File: src/rtl/pulse_pattern_decoder.sv
// Beeper pulse-line receiver: measures mark/space widths in ms, collects dots/dashes into frames.
// Optional SOS comparator is built only when PULSE_DEC_SOS_EN is defined.
module pulse_pattern_decoder #(
  parameter logic [15:0] T1MS         = 16'd49_999,
  parameter logic [9:0]  MIN_PULSE_MS = 10'd20,
  parameter logic [9:0]  SHORT_MAX_MS = 10'd200,
  parameter logic [9:0]  LONG_MAX_MS  = 10'd500,
  parameter logic [9:0]  GAP_END_MS   = 10'd150
) (
  input  logic        CLK,
  input  logic        RST,
  input  logic        Pin_In,
  output logic        Sym_Valid,
  output logic [15:0] Sym_Bits,
  output logic [4:0]  Sym_Len,
  output logic        Sym_Err,
  output logic        SOS_Det,
  output logic        Busy
);

  typedef enum logic [1:0] {StIdle, StMark, StSpace, StDone} state_e;

  state_e      state_q, state_d;
  logic        sync1_q, sync2_q, sprev_q;
  logic [15:0] presc_q, presc_d;
  logic [9:0]  ms_q, ms_d;
  logic [15:0] bits_q, bits_d;
  logic [4:0]  len_q, len_d;
  logic        err_q, err_d;
  logic        valid_q, valid_d;
  logic [15:0] obits_q, obits_d;
  logic [4:0]  olen_q, olen_d;
  logic        oerr_q, oerr_d;
  logic        sos_q, sos_d;
  logic        rise, fall, sos_hit;

  assign rise = sync2_q & ~sprev_q;
  assign fall = ~sync2_q & sprev_q;

`ifdef PULSE_DEC_SOS_EN
  assign sos_hit = (len_q == 5'd9) && (bits_q[8:0] == 9'b000111000) && !err_q;
`else
  assign sos_hit = 1'b0;
`endif

  always_comb begin
    state_d = state_q;
    bits_d  = bits_q;
    len_d   = len_q;
    err_d   = err_q;
    valid_d = 1'b0;
    sos_d   = 1'b0;
    obits_d = obits_q;
    olen_d  = olen_q;
    oerr_d  = oerr_q;
    unique case (state_q)
      StIdle: begin
        bits_d = '0;
        len_d  = '0;
        err_d  = 1'b0;
        if (rise) state_d = StMark;
      end
      StMark: begin
        if (fall) begin
          state_d = StSpace;
          if (ms_q < MIN_PULSE_MS) begin
            if (len_q == 5'd0) state_d = StIdle;
          end else if (ms_q > LONG_MAX_MS) begin
            err_d = 1'b1;
          end else if (len_q < 5'd16) begin
            bits_d[len_q[3:0]] = (ms_q > SHORT_MAX_MS);
            len_d              = len_q + 5'd1;
          end else begin
            // 17th valid mark: no room left in the frame
            err_d = 1'b1;
          end
        end
      end
      StSpace: begin
        if (rise) state_d = StMark;
        else if (ms_q >= GAP_END_MS) state_d = StDone;
      end
      StDone: begin
        valid_d = 1'b1;
        obits_d = bits_q;
        olen_d  = len_q;
        oerr_d  = err_q;
        sos_d   = sos_hit;
        state_d = StIdle;
      end
      default: state_d = StIdle;
    endcase
  end

  // Width timers restart on every state change so each measurement starts at the edge.
  always_comb begin
    presc_d = presc_q + 16'd1;
    ms_d    = ms_q;
    if (state_d != state_q) begin
      presc_d = '0;
      ms_d    = '0;
    end else if (presc_q == T1MS) begin
      presc_d = '0;
      if (ms_q != 10'd1023) ms_d = ms_q + 10'd1;
    end
  end

  always_ff @(posedge CLK) begin
    if (RST) begin
      state_q <= StIdle;
      sync1_q <= 1'b0;
      sync2_q <= 1'b0;
      sprev_q <= 1'b0;
      presc_q <= '0;
      ms_q    <= '0;
      bits_q  <= '0;
      len_q   <= '0;
      err_q   <= 1'b0;
      valid_q <= 1'b0;
      obits_q <= '0;
      olen_q  <= '0;
      oerr_q  <= 1'b0;
      sos_q   <= 1'b0;
    end else begin
      state_q <= state_d;
      sync1_q <= Pin_In;
      sync2_q <= sync1_q;
      sprev_q <= sync2_q;
      presc_q <= presc_d;
      ms_q    <= ms_d;
      bits_q  <= bits_d;
      len_q   <= len_d;
      err_q   <= err_d;
      valid_q <= valid_d;
      obits_q <= obits_d;
      olen_q  <= olen_d;
      oerr_q  <= oerr_d;
      sos_q   <= sos_d;
    end
  end

  assign Sym_Valid = valid_q;
  assign Sym_Bits  = obits_q;
  assign Sym_Len   = olen_q;
  assign Sym_Err   = oerr_q;
  assign SOS_Det   = sos_q;
  assign Busy      = (state_q != StIdle);

endmodule

File: config.mk
export PLATFORM = sky130hd
export DESIGN_NAME = pulse_pattern_decoder
export DESIGN_NICKNAME = d
export VERILOG_FILES = /design/src/rtl/pulse_pattern_decoder.sv
export SDC_FILE = /design/constraint.sdc
export NUM_CORES = 1
export LEC_CHECK = 0
export BUFFER_PORTS_ARGS = -buffer_cell sky130_fd_sc_hd__buf_2
export CORE_UTILIZATION = 47
export DETAILED_ROUTE_END_ITERATION = 8
export PLACE_DENSITY = 0.78
export SYNTH_ARGS = -nofsm -noshare
export SYNTH_HDL_FRONTEND = slang
export SYNTH_SLANG_ARGS = --single-unit
File: constraint.sdc
create_clock -name CLK -period 1.97 [get_ports CLK]
set_input_delay 0.0985 -clock CLK [delete_from_list [all_inputs] [get_ports CLK]]
set_output_delay 0.0985 -clock CLK [all_outputs]
set_load 0.01 [all_outputs]
==> impl_metrics.env, run 1 <==
export IMPL_pre_cts_slack_ps=-24.1
export IMPL_use_met3=0.0481
export IMPL_slowest_delay_ps=580
export IMPL_status="finished with violations"
export IMPL_critPathSlowestCell="or4_4"
export IMPL_drtPass1Iterations=4
export IMPL_cts_num_sinks=76
export IMPL_final_area_sq_mm=0.00402
export IMPL_via_count=2930
export IMPL_grt_pass1_wl_microns=11800
export IMPL_multi_input_comb_area_sq_mm=0.00180
export IMPL_overflow=0
export IMPL_synth_cell_type_count=55
export IMPL_grt_max_degree=23
export IMPL_slew_viol_final=0
export IMPL_worst_slack_ps=-35.2
export IMPL_start_util=0.499
export IMPL_antenna_found_initial=0
export IMPL_avgSynthCellArea_sq_um=8.56
export IMPL_cts_made_buffers=9
export IMPL_regArea_sq_mm=0.00152
export IMPL_worstPathCellList="or4_4 > o311ai_4 > nor3_2 > buf_6 > o211ai_1 > mux2i_1"
export IMPL_drive_above_1_share=0.199
export IMPL_path_buf_inv=1
export IMPL_drtIter0Drc=203
export IMPL_fillCellCount=610
export IMPL_grtUsageTotal=0.199
export IMPL_viasPerCell=5.35
export IMPL_p_per_area_mw_per_mm2=674
export IMPL_yosys_warnings=0
export IMPL_maxCapViolCount=0
export IMPL_synth_edf_count=0
export IMPL_start_kind="flip-flop"
export IMPL_ant_nets=0
export IMPL_netlist_instances=405
export IMPL_hold_violations=0
export IMPL_dpl_hpwl_microns=4960
export IMPL_dominantRegCellSynth="dfxtp_1"
export IMPL_leakagePower_nw=1.61
export IMPL_post_drt_wl_per_cell_microns=13.1
export IMPL_ios=28
export IMPL_fmaxAchievable_mhz=499
export IMPL_portBuffers=26
export IMPL_synth_net_count=415
export IMPL_syn_area_sq_mm=0.00347
export IMPL_antenna_cells=0
export IMPL_fp_coreArea_sq_mm=0.00694
export IMPL_hp_class="primary input to flip-flop"
export IMPL_setup_viol=9
export IMPL_grt_use_met2=0.297
export IMPL_busiest_layer="met2"
export IMPL_ys_ff_latch=76
export IMPL_rsz0062_at_grt="true"
export IMPL_seq_area_frac_synth=0.439
export IMPL_ys_async_sr_fraction=0
export IMPL_placed_area_sq_mm=0.00376
export IMPL_critPathKind="flip-flop to flip-flop"
export IMPL_cts_buffer_depth=2
export IMPL_fp_dieArea_sq_mm=0.00772
export IMPL_die_w_microns=87.9
export IMPL_clk_pin_slew_worst_paths_ps=80
export IMPL_finClkSkew_ps=11.6
export IMPL_post_route_period_util=1.02
export IMPL_cp_end_kind="flip-flop"
export IMPL_ir_worst_vdd_v=0.000453
export IMPL_grt_util_met1=0.274
export IMPL_violations="setup timing"
export IMPL_h_tree_depth=3
export IMPL_grt_pass1_vias=2575
export IMPL_syn_to_final_growth_pct=15.8
export IMPL_clkLatencyLatePin_ps=350
export IMPL_cts_root_buffer="clkbuf_8"
export IMPL_place_congestion=0.869
export IMPL_cts_tree="done"
export IMPL_fin_nets=457
export IMPL_critPathTopFamily="simple AND/OR/NAND/NOR gates"
export IMPL_drcViolationCount=0
export IMPL_required_ps=2250
export IMPL_path_max_fanout=11
export IMPL_die_y_microns=87.9
export IMPL_num_rows=30
export IMPL_holdWs_ps=139
export IMPL_crit_arrival_ps=2290
export IMPL_period_needed_ps=2010
export IMPL_wirelength_microns=7170
## cells in the final DEF (no fill, tap or decap), types with 3 or more instances in the layout
cell / n
a31oi_1: 6
ha_1: 6
o21ai_0: 7
inv_1: 11
mux2i_1: 9
xnor2_1: 11
buf_2: 26
and2_1: 3
a21oi_1: 34
xor2_1: 8
a41o_1: 7
nor2_1: 30
clkbuf_8: 10
nand4_1: 9
nand2_1: 75
nor2_2: 7
nor2b_1: 11
dfxtp_1: 75
buf_4: 27
nand3_1: 10
nor3_1: 3
o211ai_2: 3
and3_1: 6
or3_1: 6
o211ai_1: 6
## sequential cells by signal, indices dropped and copies added, names as in the netlist
signal,flops
sync2_q,1
presc_q,16
sprev_q,1
Sym_Valid,1
Sym_Len,5
bits_q,16
ms_q,10
Sym_Bits,16
sync1_q,1
Sym_Err,1
err_q,1
state_q,2
len_q,5
## through the flow
stage	TNS, ps	instances	utilization	power [mW]
after global placement	0	525	0.542	1.67
final	-164	548	0.578	2.71
after CTS	0	543	0.570	2.73
after global routing	-1070	548	0.578	2.81
after detailed placement	-56.4	525	0.542	1.67
after floorplan	0	405	-	1.65
## cell families (layout without fill, tap and decap cells)
family / after synthesis / count (layout) / synth area share
xor+xnor: 19 / 19 / 0.0480
compound gates: 78 / 78 / 0.161
fa+ha+maj: 7 / 7 / 0.0253
buf+inv: 35 / 82 / 0.0466
flops: 76 / 76 / 0.439
other cells: 1 / 1 / 0.00108
mux: 9 / 9 / 0.0260
simple gates: 180 / 180 / 0.253
## Yosys cell counts, drive strengths merged (4+ instances only)
cell    count  area [sq um]
or3         6          37.5
nor3        4          25.0
clkbuf     15          56.3
xor2        8          70.1
a21oi      34           170
o21ai       7          35.0
nand4       9          56.3
and3        6          37.5
a31oi       7          43.8
nand2      75           282
and2        4          25.0
inv        11          41.3
dfxtp      76          1520
a41o        7          70.1
nor2       37           156
buf         9          63.8
nor2b      11          68.8
nand3      11          55.1
ha          7          87.6
mux2i       9          90.1
o211ai      9          82.6
or2         4          25.0
xnor2      11          96.3
## path summary, 6_finish.rpt
| kind | startpoint | end | slack (ps) | cells past startpoint |
|---|---|---|---|---|
| max | ms_q[6]$_SDFFE_PP0P_ | bits_q[1]$_SDFFE_PP0P_ | -40 | 6 |
| min | RST | Sym_Valid$_SDFF_PP0_ | 140 | 2 |
| max reg2reg | ms_q[6]$_SDFFE_PP0P_ | bits_q[1]$_SDFFE_PP0P_ | -40 | 6 |
| min reg2reg | sync1_q$_SDFF_PP0_ | sync2_q$_SDFF_PP0_ | 440 | 1 |
## where the power goes
group,internal (mW),switching [mW],total (mW),leakage (nW)
Combinational,0.0318,0.0534,0.0851,0.908
Clock,0.496,0.572,1.07,0.0937
Sequential,1.54,0.00942,1.55,0.613
Total,2.07,0.635,2.71,1.61
## routing by layer
| metal | wire length, microns | vias up |
|---|---|---|
| li1 | - | 1486 |
| met1 | 3440 | 1356 |
| met2 | 3260 | 80 |
| met3 | 393 | 8 |
| met4 | 75 | 0 |
| met5 | 0 | - |
## cell type report
class / instances / share of cell area
clock buffer: 11 / 0.0352
multi-input combinational: 294 / 0.448
tap: 96 / 0.0299
clock inverter: 5 / 0.00904
inverter: 11 / 0.0103
timing repair buffer: 55 / 0.0882
sequential: 76 / 0.379
## timing repair
action / CTS / global route
hold endpoints to repair: 1 / 0
hold buffers: 1 / 0
setup buffers: 1 / 5
pin swaps: 1 / 8
gates resized for setup: 0 / 6
setup endpoints to repair: 4 / 17
gates cloned: 0 / 0
(Power assumes the default switching activity.)
==> inputs of run 2 (changes only) <==
--- a/config.mk
+++ b/config.mk
@@ -6,9 +6,9 @@
 export NUM_CORES = 1
 export LEC_CHECK = 0
 export BUFFER_PORTS_ARGS = -buffer_cell sky130_fd_sc_hd__buf_2
-export CORE_UTILIZATION = 47
+export CORE_UTILIZATION = 53
 export DETAILED_ROUTE_END_ITERATION = 8
-export PLACE_DENSITY = 0.78
+export PLACE_DENSITY = 0.85
 export SYNTH_ARGS = -nofsm -noshare
 export SYNTH_HDL_FRONTEND = slang
 export SYNTH_SLANG_ARGS = --single-unit
==> impl_metrics.env, run 2 (synthesis results as in run 1) <==
export IMPL_status="completed"
export IMPL_finClkSkew_ps=13.0
export IMPL_ios=28
export IMPL_rsz0062_at_grt="false"
export IMPL_cts_tree="done"
export IMPL_portBuffers=26
export IMPL_holdWs_ps=125
export IMPL_die_w_microns=82.9
export IMPL_critPathKind="flip-flop to flip-flop"
export IMPL_hold_violations=0
export IMPL_start_util=0.549
export IMPL_place_congestion=0.861
export IMPL_setup_viol=0
export IMPL_cts_root_buffer="clkbuf_8"
export IMPL_clk_pin_slew_worst_paths_ps=80
export IMPL_via_count=2948
export IMPL_final_common_cell="dfxtp_1"
export IMPL_syn_to_final_growth_pct=15.3
export IMPL_drtIter0Drc=282
export IMPL_tns_ps=0
export IMPL_post_cts_buffers=0
export IMPL_num_rows=29
export IMPL_grt_pass1_vias=2720
export IMPL_required_ps=2270
export IMPL_grt_pass1_wl_microns=12300
export IMPL_path_max_fanout=5
export IMPL_slew_limit_headroom=0.636
export IMPL_cts_num_sinks=76
export IMPL_antenna_found_initial=0
export IMPL_drtPass1Iterations=4
export IMPL_fin_nets=454
export IMPL_post_drt_wl_per_cell_microns=13.8
export IMPL_antenna_cells=0
export IMPL_ir_worst_vdd_v=0.000719
export IMPL_drcViolationCount=0
export IMPL_worst_pin_slew_ps=545
export IMPL_fmaxAchievable_mhz=529
export IMPL_final_cell_mix="dfxtp_1, nand2_1, a21oi_1, nor2_1, buf_2"
export IMPL_cts_made_buffers=9
export IMPL_dp_cells=507
export IMPL_post_route_period_util=0.960
export IMPL_fp_coreArea_sq_mm=0.00631
export IMPL_grtUsageTotal=0.219
export IMPL_fp_dieArea_sq_mm=0.00687
export IMPL_clkLatencyLatePin_ps=360
export IMPL_wirelength_microns=7280
export IMPL_maxCapViolCount=0
export IMPL_ant_nets=0
export IMPL_overflow=0
export IMPL_h_tree_depth=3
export IMPL_crit_arrival_ps=2190
export IMPL_period_needed_ps=1890
export IMPL_grt_max_degree=23
export IMPL_slew_viol_final=0
export IMPL_die_y_microns=82.9
export IMPL_dpl_hpwl_microns=5030
export IMPL_start_kind="flip-flop"
export IMPL_cts_buffer_depth=2
export IMPL_viasPerCell=5.60
export IMPL_drive_above_1_share=0.192
export IMPL_leakagePower_nw=1.60
export IMPL_hp_class="primary input to flip-flop"
export IMPL_instances_no_fill=526
export IMPL_p_per_area_mw_per_mm2=722
export IMPL_cp_end_kind="flip-flop"
-- run 2: through the flow --
stage | utilization | instance area, sq um | setup slack [ps] | total power, mW
6_report | 0.633 | 4000 | 79.0 | 2.89
5_1_grt | 0.633 | 4000 | 4.90 | 2.98
4_1_cts | 0.628 | 3970 | 4.06 | 2.90
3_5_place_dp | 0.593 | 3740 | -85.4 | 1.67
3_3_place_gp | 0.593 | 3740 | -19.4 | 1.66
2_1_floorplan | - | 3470 | 16.3 | 1.65
-- run 2: layout make-up --
| class | count | area, sq um |
|---|---|---|
| Multi-Input combinational cell | 295 | 1810 |
| Tap cell | 77 | 96.3 |
| Fill cell | 533 | 2320 |
| Clock buffer | 9 | 124 |
| Timing Repair Buffer | 51 | 322 |
| Inverter | 11 | 41.3 |
| Clock inverter | 7 | 82.6 |
| Sequential cell | 76 | 1520 |
-- run 2: worst max-delay path: stages, from the launching register on --
cell and delay, ps:
dfxtp_1 320, or4_4 550, buf_4 180, a2111oi_4 250
o31ai_4 140, or2_4 300, nor2_2 110
-- run 2: timing repair --
action	4_1_cts	5_1_grt
setup endpoints to repair	9	16
hold buffers	1	0
endpoints found under the hold margin	1	0
resized for setup	2	4
cloned	0	2
pin swaps	0	4
-- run 2: per-layer routing --
metal  share of wire  track usage  vias to the layer above
met5               0            0                        -
met4           0.017       0.0799                        0
met3           0.047       0.0557                       10
li1                -            -                     1482
met1            0.47        0.292                     1380
met2            0.47        0.343                       76
-- run 2: worst paths after layout --
path | start | end | slack [ps] | depth (start not counted)
min reg2reg | bits_q[12]$_SDFFE_PP0P_ | Sym_Bits[12]$_SDFFE_PP0P_ | 440 | 2
max | ms_q[5]$_SDFFE_PP0P_ | presc_q[4]$_SDFF_PP0_ | 80 | 6
min | RST | Sym_Valid$_SDFF_PP0_ | 120 | 2
max reg2reg | ms_q[5]$_SDFFE_PP0P_ | presc_q[4]$_SDFF_PP0_ | 80 | 6
-- run 2: power breakdown --
group          internal [mW]  total [mW]  switching [mW]
sequential              1.54        1.55         0.00845
clock                  0.604        1.25           0.641
combinational         0.0338      0.0905          0.0567
total                   2.18        2.89           0.706
